## config.mk

```make
export PLATFORM = sky130hd
export DESIGN_NAME = zoom_wr_arb
export DESIGN_NICKNAME = d
export VERILOG_FILES = /design/src/rtl/zoom_wr_arb.sv
export SDC_FILE = /design/constraint.sdc
export NUM_CORES = 1
export LEC_CHECK = 0
export CORE_AREA = 10 10 297 299
export CTS_CLUSTER_SIZE = 28
export DETAILED_ROUTE_END_ITERATION = 7
export DIE_AREA = 0 0 307 309
export SYNTH_ARGS = -nofsm -noshare
export SYNTH_HDL_FRONTEND = slang
export SYNTH_SLANG_ARGS = --single-unit
```

## constraint.sdc

```tcl
create_clock -name clk_100M -period 3.9 [get_ports clk_100M]
set_clock_uncertainty 0.1 [all_clocks]
set_input_delay 0.585 -clock clk_100M [delete_from_list [all_inputs] [get_ports clk_100M]]
set_output_delay 0.585 -clock clk_100M [all_outputs]
set_load 0.02 [all_outputs]
```

## src/rtl/zoom_wr_arb.sv

```systemverilog
// zoom_wr_arb: round-robin arbiter giving two zoom-scaler write channels access to the DDR3 write port.
// Optional watchdog abort from CMD/DATA is compiled in with ZOOM_ARB_TIMEOUT_EN.
module zoom_wr_arb #(
  parameter int DW    = 240,
  parameter int AW    = 16,
  parameter int BURST = 16,
  parameter int TMO   = 64
) (
  input  logic          clk_100M,
  input  logic          rst,
  input  logic          a_req,
  input  logic [AW-1:0] a_addr,
  input  logic [1:0]    a_frame,
  input  logic          a_vld,
  input  logic [DW-1:0] a_data,
  output logic          a_rden,
  input  logic          b_req,
  input  logic [AW-1:0] b_addr,
  input  logic [1:0]    b_frame,
  input  logic          b_vld,
  input  logic [DW-1:0] b_data,
  output logic          b_rden,
  output logic          ddr_wr_req,
  output logic [AW-1:0] ddr_wr_addr,
  output logic [1:0]    ddr_wr_frame,
  output logic          ddr_wr_ch,
  input  logic          ddr_wr_ack,
  output logic [DW-1:0] ddr_wdata,
  output logic          ddr_wdata_vld,
`ifdef ZOOM_ARB_TIMEOUT_EN
  output logic          tmo_err,
`endif
  output logic          busy,
  output logic          err_stray
);

  localparam int CW = $clog2(BURST) + 1;

  typedef enum logic [2:0] {IDLE, CMD, GRANT, DATA, DONE} state_t;

  state_t        state_q, state_d;
  logic [AW-1:0] addr_q, addr_d;
  logic [1:0]    frame_q, frame_d;
  logic          ch_q, ch_d;
  logic          last_q, last_d;
  logic [CW-1:0] cnt_q, cnt_d;
  logic [DW-1:0] wdata_q, wdata_d;
  logic          wvld_q, wvld_d;
  logic          stray_q, stray_d;
  logic          win_vld, lose_vld;

`ifdef ZOOM_ARB_TIMEOUT_EN
  localparam int WW = $clog2(TMO + 1);
  logic [WW-1:0] wd_q, wd_d;
  logic          progress, tmo_hit;
`endif

  always_comb begin
    state_d  = state_q;
    addr_d   = addr_q;
    frame_d  = frame_q;
    ch_d     = ch_q;
    last_d   = last_q;
    cnt_d    = cnt_q;
    wdata_d  = wdata_q;
    wvld_d   = 1'b0;
    stray_d  = stray_q;
    win_vld  = ch_q ? b_vld : a_vld;
    lose_vld = ch_q ? a_vld : b_vld;

    case (state_q)
      IDLE: begin
        if (a_req || b_req) begin
          // On a tie the channel that did not win last time goes next.
          ch_d    = (a_req && b_req) ? ~last_q : b_req;
          addr_d  = ch_d ? b_addr  : a_addr;
          frame_d = ch_d ? b_frame : a_frame;
          state_d = CMD;
        end
      end
      CMD: begin
        if (ddr_wr_ack) state_d = GRANT;
      end
      GRANT: begin
        cnt_d   = '0;
        state_d = DATA;
      end
      DATA: begin
        if (win_vld) begin
          wvld_d  = 1'b1;
          wdata_d = ch_q ? b_data : a_data;
          cnt_d   = cnt_q + CW'(1);
          if (cnt_q == CW'(BURST - 1)) state_d = DONE;
        end
        if (lose_vld) stray_d = 1'b1;
      end
      DONE: begin
        last_d  = ch_q;
        state_d = IDLE;
      end
      default: state_d = IDLE;
    endcase

    if (state_q != DATA && (a_vld || b_vld)) stray_d = 1'b1;

`ifdef ZOOM_ARB_TIMEOUT_EN
    tmo_hit  = 1'b0;
    wd_d     = '0;
    progress = (state_q == CMD && ddr_wr_ack) || (state_q == DATA && win_vld);
    if ((state_q == CMD || state_q == DATA) && !progress) begin
      // Abort leaves last_grant alone so the stalled channel keeps its turn.
      if (wd_q == WW'(TMO - 1)) begin
        tmo_hit = 1'b1;
        stray_d = 1'b1;
        state_d = IDLE;
      end else begin
        wd_d = wd_q + WW'(1);
      end
    end
`endif
  end

  always_ff @(posedge clk_100M) begin
    if (rst) begin
      state_q <= IDLE;
      addr_q  <= '0;
      frame_q <= '0;
      ch_q    <= 1'b0;
      last_q  <= 1'b1;
      cnt_q   <= '0;
      wdata_q <= '0;
      wvld_q  <= 1'b0;
      stray_q <= 1'b0;
`ifdef ZOOM_ARB_TIMEOUT_EN
      wd_q    <= '0;
`endif
    end else begin
      state_q <= state_d;
      addr_q  <= addr_d;
      frame_q <= frame_d;
      ch_q    <= ch_d;
      last_q  <= last_d;
      cnt_q   <= cnt_d;
      wdata_q <= wdata_d;
      wvld_q  <= wvld_d;
      stray_q <= stray_d;
`ifdef ZOOM_ARB_TIMEOUT_EN
      wd_q    <= wd_d;
`endif
    end
  end

  assign a_rden        = (state_q == GRANT) && !ch_q;
  assign b_rden        = (state_q == GRANT) &&  ch_q;
  assign ddr_wr_req    = (state_q == CMD);
  assign ddr_wr_addr   = addr_q;
  assign ddr_wr_frame  = frame_q;
  assign ddr_wr_ch     = ch_q;
  assign ddr_wdata     = wdata_q;
  assign ddr_wdata_vld = wvld_q;
  assign busy          = (state_q != IDLE);
  assign err_stray     = stray_q;
`ifdef ZOOM_ARB_TIMEOUT_EN
  assign tmo_err       = tmo_hit;
`endif

endmodule

```

Word level (Yosys, flattened, before mapping)
Index checks and enable logic that the tools add are counted.
W data, S select, Z words.
{"block": "classes", "muxes": 17, "div": 0, "addsub": 1, "reduce_logical": 18, "magnitude_cmp": 0, "n_shift": 0, "n_eq_ne": 10, "n_bitwise": 2, "multipliers": 0}
{"op": "$mux W240", "count": 1}
{"op": "$mux W16", "count": 1}
{"op": "$mux W3", "count": 4}
{"op": "$pmux W3 S4", "count": 1}
{"op": "$pmux W5 S2", "count": 1}
{"op": "$reduce_and A2 Y1", "count": 4}
{"op": "$mux W1", "count": 7}
{"op": "$eq A3 B2 Y1 const B", "count": 2}
{"op": "$ne A2 B2 Y1 const B", "count": 3}
{"op": "$reduce_bool A2 Y1", "count": 3}
{"op": "$add A5 B1 Y5 const B", "count": 1}
{"op": "$eq A5 B4 Y1 const B", "count": 1}
{"op": "$mux W5", "count": 1}
{"op": "$logic_and A1 B1 Y1", "count": 4}
{"op": "$reduce_and A4 Y1", "count": 1}
{"op": "$eq A3 B1 Y1 const B", "count": 1}
{"op": "$eq A3 B3 Y1 const B", "count": 1}
{"op": "$logic_not A3 Y1", "count": 1}
{"op": "$ne A3 B2 Y1 const B", "count": 1}
{"op": "$reduce_bool A3 Y1", "count": 1}
{"op": "$logic_or A1 B1 Y1", "count": 2}
{"op": "$mux W2", "count": 1}
{"op": "$ne A2 B1 Y1 const B", "count": 1}
{"op": "$not A1 Y1", "count": 2}
{"op": "2 further kinds", "count": 2}
{"block": "word_totals", "ff_bits": 270, "out_inout_bits": 265, "n_memories": 0, "in_bits": 523, "latchBits": 0, "mem_bits_rw": 0, "mem_bits_ro": 0}

Longest topological paths before layout
Gate-level depths: netlist of the first run.
{"block": "logic_depth", "word_depth": 4, "mapped_depth": 6}

Least setup slack after synthesis of the first run
OpenSTA, ideal clock, no wires.
{"block": "synth_timing", "kind": "register to output", "startpoint": "register ch_q (netlist: ddr_wr_ch)", "endpoint": "output port b_rden", "path_slack_ns": 1.898, "arrival_ns": 1.317, "path_stages_with_launch": 5, "path_buffers": 2, "cell_sequence": "dfxtp_1 > buf_6 > buf_2 > inv_2 > nor2_1"}
{"block": "synth_via", "elab_chain_cells": 1}
{"element": "start, declared", "line": "44", "rtl": "logic ch_q, ch_d;"}
{"element": "start signal, assigned", "line": "141", "rtl": "ch_q <= ch_d;"}
{"element": "$logic_and A1 B1 Y1", "line": "154", "rtl": "assign b_rden = (state_q == GRANT) && ch_q;"}
{"element": "end, declared", "line": "22", "rtl": "output logic b_rden,"}
Every way passes these cells.

Final worst setup path of the first run
{"block": "layout_timing", "startpoint": "register state_q[1]", "endpoint": "output port a_rden"}
{"block": "layout_via", "elab_chain_cells": 2}
{"element": "start, declared", "line": "41", "rtl": "state_t state_q, state_d;"}
{"element": "start signal, assigned", "line": "138", "rtl": "state_q <= state_d;"}
{"element": "$eq A3 B2 Y1", "line": "153", "rtl": "assign a_rden = (state_q == GRANT) && !ch_q;"}
{"element": "$logic_and A1 B1 Y1", "line": "153"}
{"element": "end, declared", "line": "16", "rtl": "output logic a_rden,"}
Every way passes these cells.

==> results of run 1 <==
## how the worst min path moves through the flow
stage	to	slack, ns	depth (start not counted)
detailed placement	err_stray$_SDFFE_PP0P_	0.35	2
CTS	err_stray$_SDFFE_PP0P_	0.36	2
global placement	err_stray$_SDFFE_PP0P_	0.34	2
floorplan	cnt_q[4]$_SDFFE_PP0P_	0.38	2
finish	err_stray$_SDFFE_PP0P_	0.36	2
global route	err_stray$_SDFFE_PP0P_	0.39	2
## sequential cells by signal (all words and copies together) (netlist names)
register	cells
cnt_q	5
ddr_wdata	240
last_q	1
ddr_wr_frame	2
err_stray	1
state_q	3
ddr_wdata_vld	1
ddr_wr_addr	16
ddr_wr_ch	1
## metal layers
metal	part of all wire [%]	track usage, %	vias up
li1	-	-	6248
met5	0.041	0	-
met3	8.4	4.52	81
met4	3.3	4.26	4
met2	48	22.0	511
met1	40	14.3	5998
## kinds of logic after synthesis
group                      share of synthesized area, %
muxes                                              20.2
and+or+nand+nor                                    1.30
AOI/OAI and AO/OA                                  30.1
buffers and inverters                              6.73
DFF                                                41.5
adders and majority gates                         0.192
## cells in the mapped netlist (2+ instances only)
| cell type | n | area, sq um |
|---|---|---|
| buf_2 | 64 | 320 |
| a31oi_1 | 2 | 12.5 |
| buf_1 | 3 | 11.3 |
| o211ai_1 | 4 | 30.0 |
| mux2i_1 | 258 | 2580 |
| a21oi_1 | 253 | 1270 |
| a21oi_2 | 10 | 87.6 |
| dfxtp_1 | 270 | 5410 |
| inv_1 | 4 | 15.0 |
| a211oi_2 | 100 | 1250 |
| buf_8 | 3 | 45.0 |
| buf_4 | 24 | 180 |
| clkbuf_1 | 44 | 165 |
| a21o_1 | 2 | 15.0 |
| or3_1 | 2 | 12.5 |
| buf_6 | 9 | 101 |
| nand3_1 | 4 | 20.0 |
| a211oi_1 | 159 | 1190 |
| ha_1 | 2 | 25.0 |
| nor3b_1 | 2 | 15.0 |
| nor3_1 | 2 | 10.0 |
| nand2_1 | 5 | 18.8 |
| nor2_1 | 4 | 15.0 |
## through the flow
step	power [W]	util (%)	instances	area (sq um)	setup slack (ns)
CTS	0.00793	28.2	3084	23100	0.713
detailed placement	0.00468	26.9	3026	22000	1.18
global route	0.00808	28.2	3084	23100	0.609
finish	0.00777	28.2	3084	23100	0.789
global placement	0.00468	26.9	3026	22000	1.19
floorplan	0.00370	-	1254	13000	1.90
## area by class of cell
class / instances / area [sq um] / area share, %
Tap cell: 1070 / 1340 / 5.79
Multi-Input combinational cell: 830 / 6770 / 29.3
Clock inverter: 14 / 201 / 0.871
Clock buffer: 44 / 895 / 3.87
Inverter: 5 / 18.8 / 0.0812
Timing Repair Buffer: 851 / 8490 / 36.7
Sequential cell: 270 / 5410 / 23.4
## critical path, delay by kind of cell (launching register included)
| family | cells | cell delay, ns |
|---|---|---|
| and+or+nand+nor | 2 | 0.65 |
| buffers and inverters | 1 | 0.63 |
| DFF | 1 | 0.55 |
## power breakdown
| group | switching, W | internal (W) |
|---|---|---|
| registers | 0.0000738 | 0.00285 |
| logic | 0.000782 | 0.000899 |
| clock network | 0.00125 | 0.00191 |
| total | 0.00210 | 0.00567 |
==> qor.yml, run 1 <==
timing:
  rsz0062_at_grt: "no"
  setup_viol: 0
  tightest_slew_ns: 0.918
  post-route-min-period_ns: 3.11
  fmax_mhz: 321
  slew_headroom_pct: 38.8
  fin_crit_sh_pct: 79.8
  setup_tns_ns: 0
  hold_violations: 0
  hold-worst-slack_ns: 0.361
  slew_viol_final: 0
global_route:
  first_global_vias: 13600
  grt_first_pass_wirelength_um: 91500
  grtUsageTotal_pct: 12.7
  grt_max_degree: 121
  grt-ovfl-total: 0
  antenna_found_initial: 2
die:
  pin_count: 788
  rows: 105
  die-area_sq_um: 94900
  fp.dieH_um: 309
  core_area_sq_um: 81800
  initial_core_util_pct: 15.9
  die_x_um: 307
clock_network:
  tritoncts: "done"
  cts_made_buffers: 31
  htree_levels: 1
  path_clk_slew_ns: 0.06
  cts_setup_buffers: 0
  cts_root_buffer: "clkbuf_16"
  cts.sinks: 270
  clk_latency_ns: 0.59
  holdBufCountCts: 0
  cts-resized-gates: 0
  clock_path_buffers: 3
finish:
  n_fill_cell: 8628
  layout_commonest_cell: "clkdlybuf4s50_1"
  area_growth_syn_to_layout_pct: 77.6
  fin_nets: 2514
  drive_gt1_share_pct: 11.7
  final_cell_mix: "clkdlybuf4s50_1, dfxtp_1, mux2i_1"
  n_antenna_cell: 0
logic_synthesis:
  ys_seq_area_share_pct: 41.5
  ys.flop_type: "dfxtp_1"
  ys_ff_latch: 270
  synth_area_sq_um: 13000
  postSynth.asyncResetShare_pct: 0
  ys_warn_count: 0
  ys_types: 47
  synth_edf_count: 0
  synth_nets: 1779
  postSynthAreaPerCell_sq_um: 10.4
  synthCells: 1254
power:
  p_per_area_nw_per_um2: 336
  p_leak_nw: 7.23
  vdd_drop_max_mv: 0.318
worst_setup_path:
  worstReg2RegStart: "ddr_wr_ch$_SDFFE_PP0P_"
  endpoint_kind: "primary output"
  crit_slowest_cell: "clkdlybuf4s50_1"
  crit_path_start: "state_q[1]$_SDFFE_PP0P_"
  endpoint: "a_rden"
  r2r-end: "ddr_wdata[43]$_SDFFE_PP0P_"
  worst_r2r_path_depth: 4
  criticalPathCategory: "reg -> out"
  critPathLaunchType: "register"
  slowest_delay_ns: 0.63
  cp_max_fo: 11
  worstPathRequired_ns: 3.21
  cp.arrival_ns: 2.43
  ff2ff_setup_slack_ns: 1.35
  worstPathCellList: "or3b_1 > nor2_1 > clkdlybuf4s50_1"
worst_hold_path:
  hold_start: "err_stray$_SDFFE_PP0P_"
  hold_path.class: "reg -> reg"
job:
  drv_cap: 0
routing:
  drtIter0Drc: 583
  vias: 12800
  routedWlPerCell_um: 21.2
  via_per_inst: 4.16
  ant_nets: 0
  wl_um: 65300
  drc: 0
  first_pass_iters: 5
place:
  io_buffers: 787
  dp_hpwl_um: 52100
  place.gp.congestion: 0.872
outcome:
  status: "finished clean"
No activity file was read; power rests on OpenSTA's default activity.
==> run 2, diff against run 1 <==
CORE_AREA = 10 10 300 302   (was 10 10 297 299)
DIE_AREA = 0 0 310 312   (was 0 0 307 309)
clock period = 3.2 ns   (was 3.9 ns; I/O delays follow)
==> qor.yml, run 2 (synthesis results as in run 1) <==
outcome:
  status: "finished clean"
finish:
  layout_commonest_cell: "clkdlybuf4s50_1"
  final_cell_mix: "clkdlybuf4s50_1, dfxtp_1, mux2i_1"
  utilization_pct: 27.9  # -0.32 points
  fin_nets: 2540  # +1.0%
  n_fill_cell: 8916  # +3.3%
  largest_reg_flops: 240  # unchanged
  multi_input_area_sq_um: 6770  # unchanged
  area_growth_syn_to_layout_pct: 80.9
  seq_area_sq_um: 5410  # unchanged
  drive_gt1_share_pct: 13.0  # +1.3 points
worst_setup_path:
  cp_max_fo: 11  # unchanged
  worstPathRequired_ns: 2.62  # -0.59 ns
  cp.arrival_ns: 2.40  # -0.03 ns
  criticalPathCategory: "reg -> out"
  endpoint_kind: "primary output"
  critPathLaunchType: "register"
routing:
  ant_nets: 0  # unchanged
  first_pass_iters: 5  # unchanged
  via_per_inst: 4.11  # -1.2%
  wl_met2_um: 31900  # +0.97%
  drtIter0Drc: 517  # -11%
  wl_um: 65400  # about the same
  wl_met3_um: 5510  # about the same
  routedWlPerCell_um: 20.9  # -1.4%
  highest_layer: "met4"
  vias: 12900  # +0.28%
  m1WireLength_um: 26600  # +2.0%
  drc: 0  # unchanged
die:
  fp.dieH_um: 312  # +0.97%
  rows: 107  # +1.9%
  die-area_sq_um: 96700  # +2.0%
  core_area_sq_um: 84300  # +3.0%
  die_x_um: 310  # +0.98%
  pin_count: 788  # unchanged
  initial_core_util_pct: 15.4  # -0.47 points
clock_network:
  cts-resized-gates: 0  # unchanged
  tritoncts: "done"
  holdBufCountCts: 0  # unchanged
  cts_made_buffers: 34  # +9.7%
  htree_levels: 2  # +1
  cts_root_buffer: "clkbuf_16"
  cts.sinks: 270  # unchanged
  path_clk_slew_ns: 0.06  # about the same
  clock_path_buffers: 3  # unchanged
  clk_latency_ns: 0.53  # -0.06 ns
  cts_setup_buffers: 0  # unchanged
global_route:
  grt_first_pass_wirelength_um: 93300  # +2.0%
  grt_max_degree: 92  # -24%
  antenna_found_initial: 1  # -1
  grtUsageTotal_pct: 12.6  # -0.033 points
  first_global_vias: 13900  # +2.4%
  grt-ovfl-total: 0  # unchanged
place:
  pre_cts_slack_ns: 0.750  # -0.425 ns
  io_buffers: 787  # unchanged
  place.gp.congestion: 0.871  # about the same
  dp_hpwl_um: 52800  # +1.4%
power:
  vdd_drop_max_mv: 0.275  # -14%
  p_leak_nw: 7.45  # +3.0%
  p_per_area_nw_per_um2: 423  # +26%
  fin_total_pwr_w: 0.00997  # +28%
timing:
  fmax_mhz: 335
  post-route-min-period_ns: 2.98
  rsz0062_at_grt: "no"
  fin_crit_sh_pct: 93.2
  setup_viol: 0  # unchanged
  slew_headroom_pct: 48.1  # +9.3 points
  hold_violations: 0  # unchanged
  setup_slack_ns: 0.217  # -0.572 ns
  setup_tns_ns: 0  # unchanged
  slew_viol_final: 0  # unchanged
  tightest_slew_ns: 0.779  # -0.139 ns
worst_hold_path:
  hold_path.class: "reg -> reg"
job:
  drv_cap: 0  # unchanged
[run 2: metal layers]
metal | up-vias | track usage, %
met2 | 505 | 22.2
met5 | - | 0
met1 | 5992 | 14.5
met4 | 0 | 3.22
met3 | 65 | 4.16
li1 | 6316 | -
[run 2: area by class of cell]
| cell class | count | share of cell area (%) |
|---|---|---|
| Clock inverter | 15 | 1.09 |
| Tap cell | 1090 | 5.79 |
| Antenna cell | 1 | 0.0106 |
| Multi-Input combinational cell | 830 | 28.7 |
| Sequential cell | 270 | 23.0 |
| Inverter | 5 | 0.0797 |
| Timing Repair Buffer | 874 | 37.1 |
| Clock buffer | 46 | 4.23 |
[run 2: path summary, 6_finish.rpt]
| kind | from | endpoint | slack [ns] | depth (start not counted) |
|---|---|---|---|---|
| max | state_q[1]$_SDFFE_PP0P_ | a_rden | 0.22 | 3 |
| max reg2reg | ddr_wr_ch$_SDFFE_PP0P_ | ddr_wdata[44]$_SDFFE_PP0P_ | 0.98 | 5 |
| min | err_stray$_SDFFE_PP0P_ | err_stray$_SDFFE_PP0P_ | 0.34 | 2 |
| min reg2reg | err_stray$_SDFFE_PP0P_ | err_stray$_SDFFE_PP0P_ | 0.34 | 2 |
[run 2: critical path, stage by stage, from the launching register on]
cell,delay (ns)
dfxtp_1,0.53
or3b_1,0.54
nor2_1,0.17
clkdlybuf4s50_1,0.63
[run 2: stage by stage]
| step | cells | hold WS [ns] | cell area [sq um] |
|---|---|---|---|
| 2_1_floorplan | 1254 | 0.379 | 13000 |
| 3_3_place_gp | 3069 | 0.337 | 22300 |
| 3_5_place_dp | 3069 | 0.342 | 22300 |
| 4_1_cts | 3130 | 0.331 | 23600 |
| 5_1_grt | 3131 | 0.387 | 23600 |
| 6_report | 3131 | 0.343 | 23600 |
[run 2: power breakdown]
group / total, W / internal, W / leakage, nW / switching [W]
sequential: 0.00356 / 0.00348 / 2.19 / 0.0000805
combinational: 0.00209 / 0.00112 / 4.64 / 0.000968
clock: 0.00432 / 0.00275 / 0.623 / 0.00157
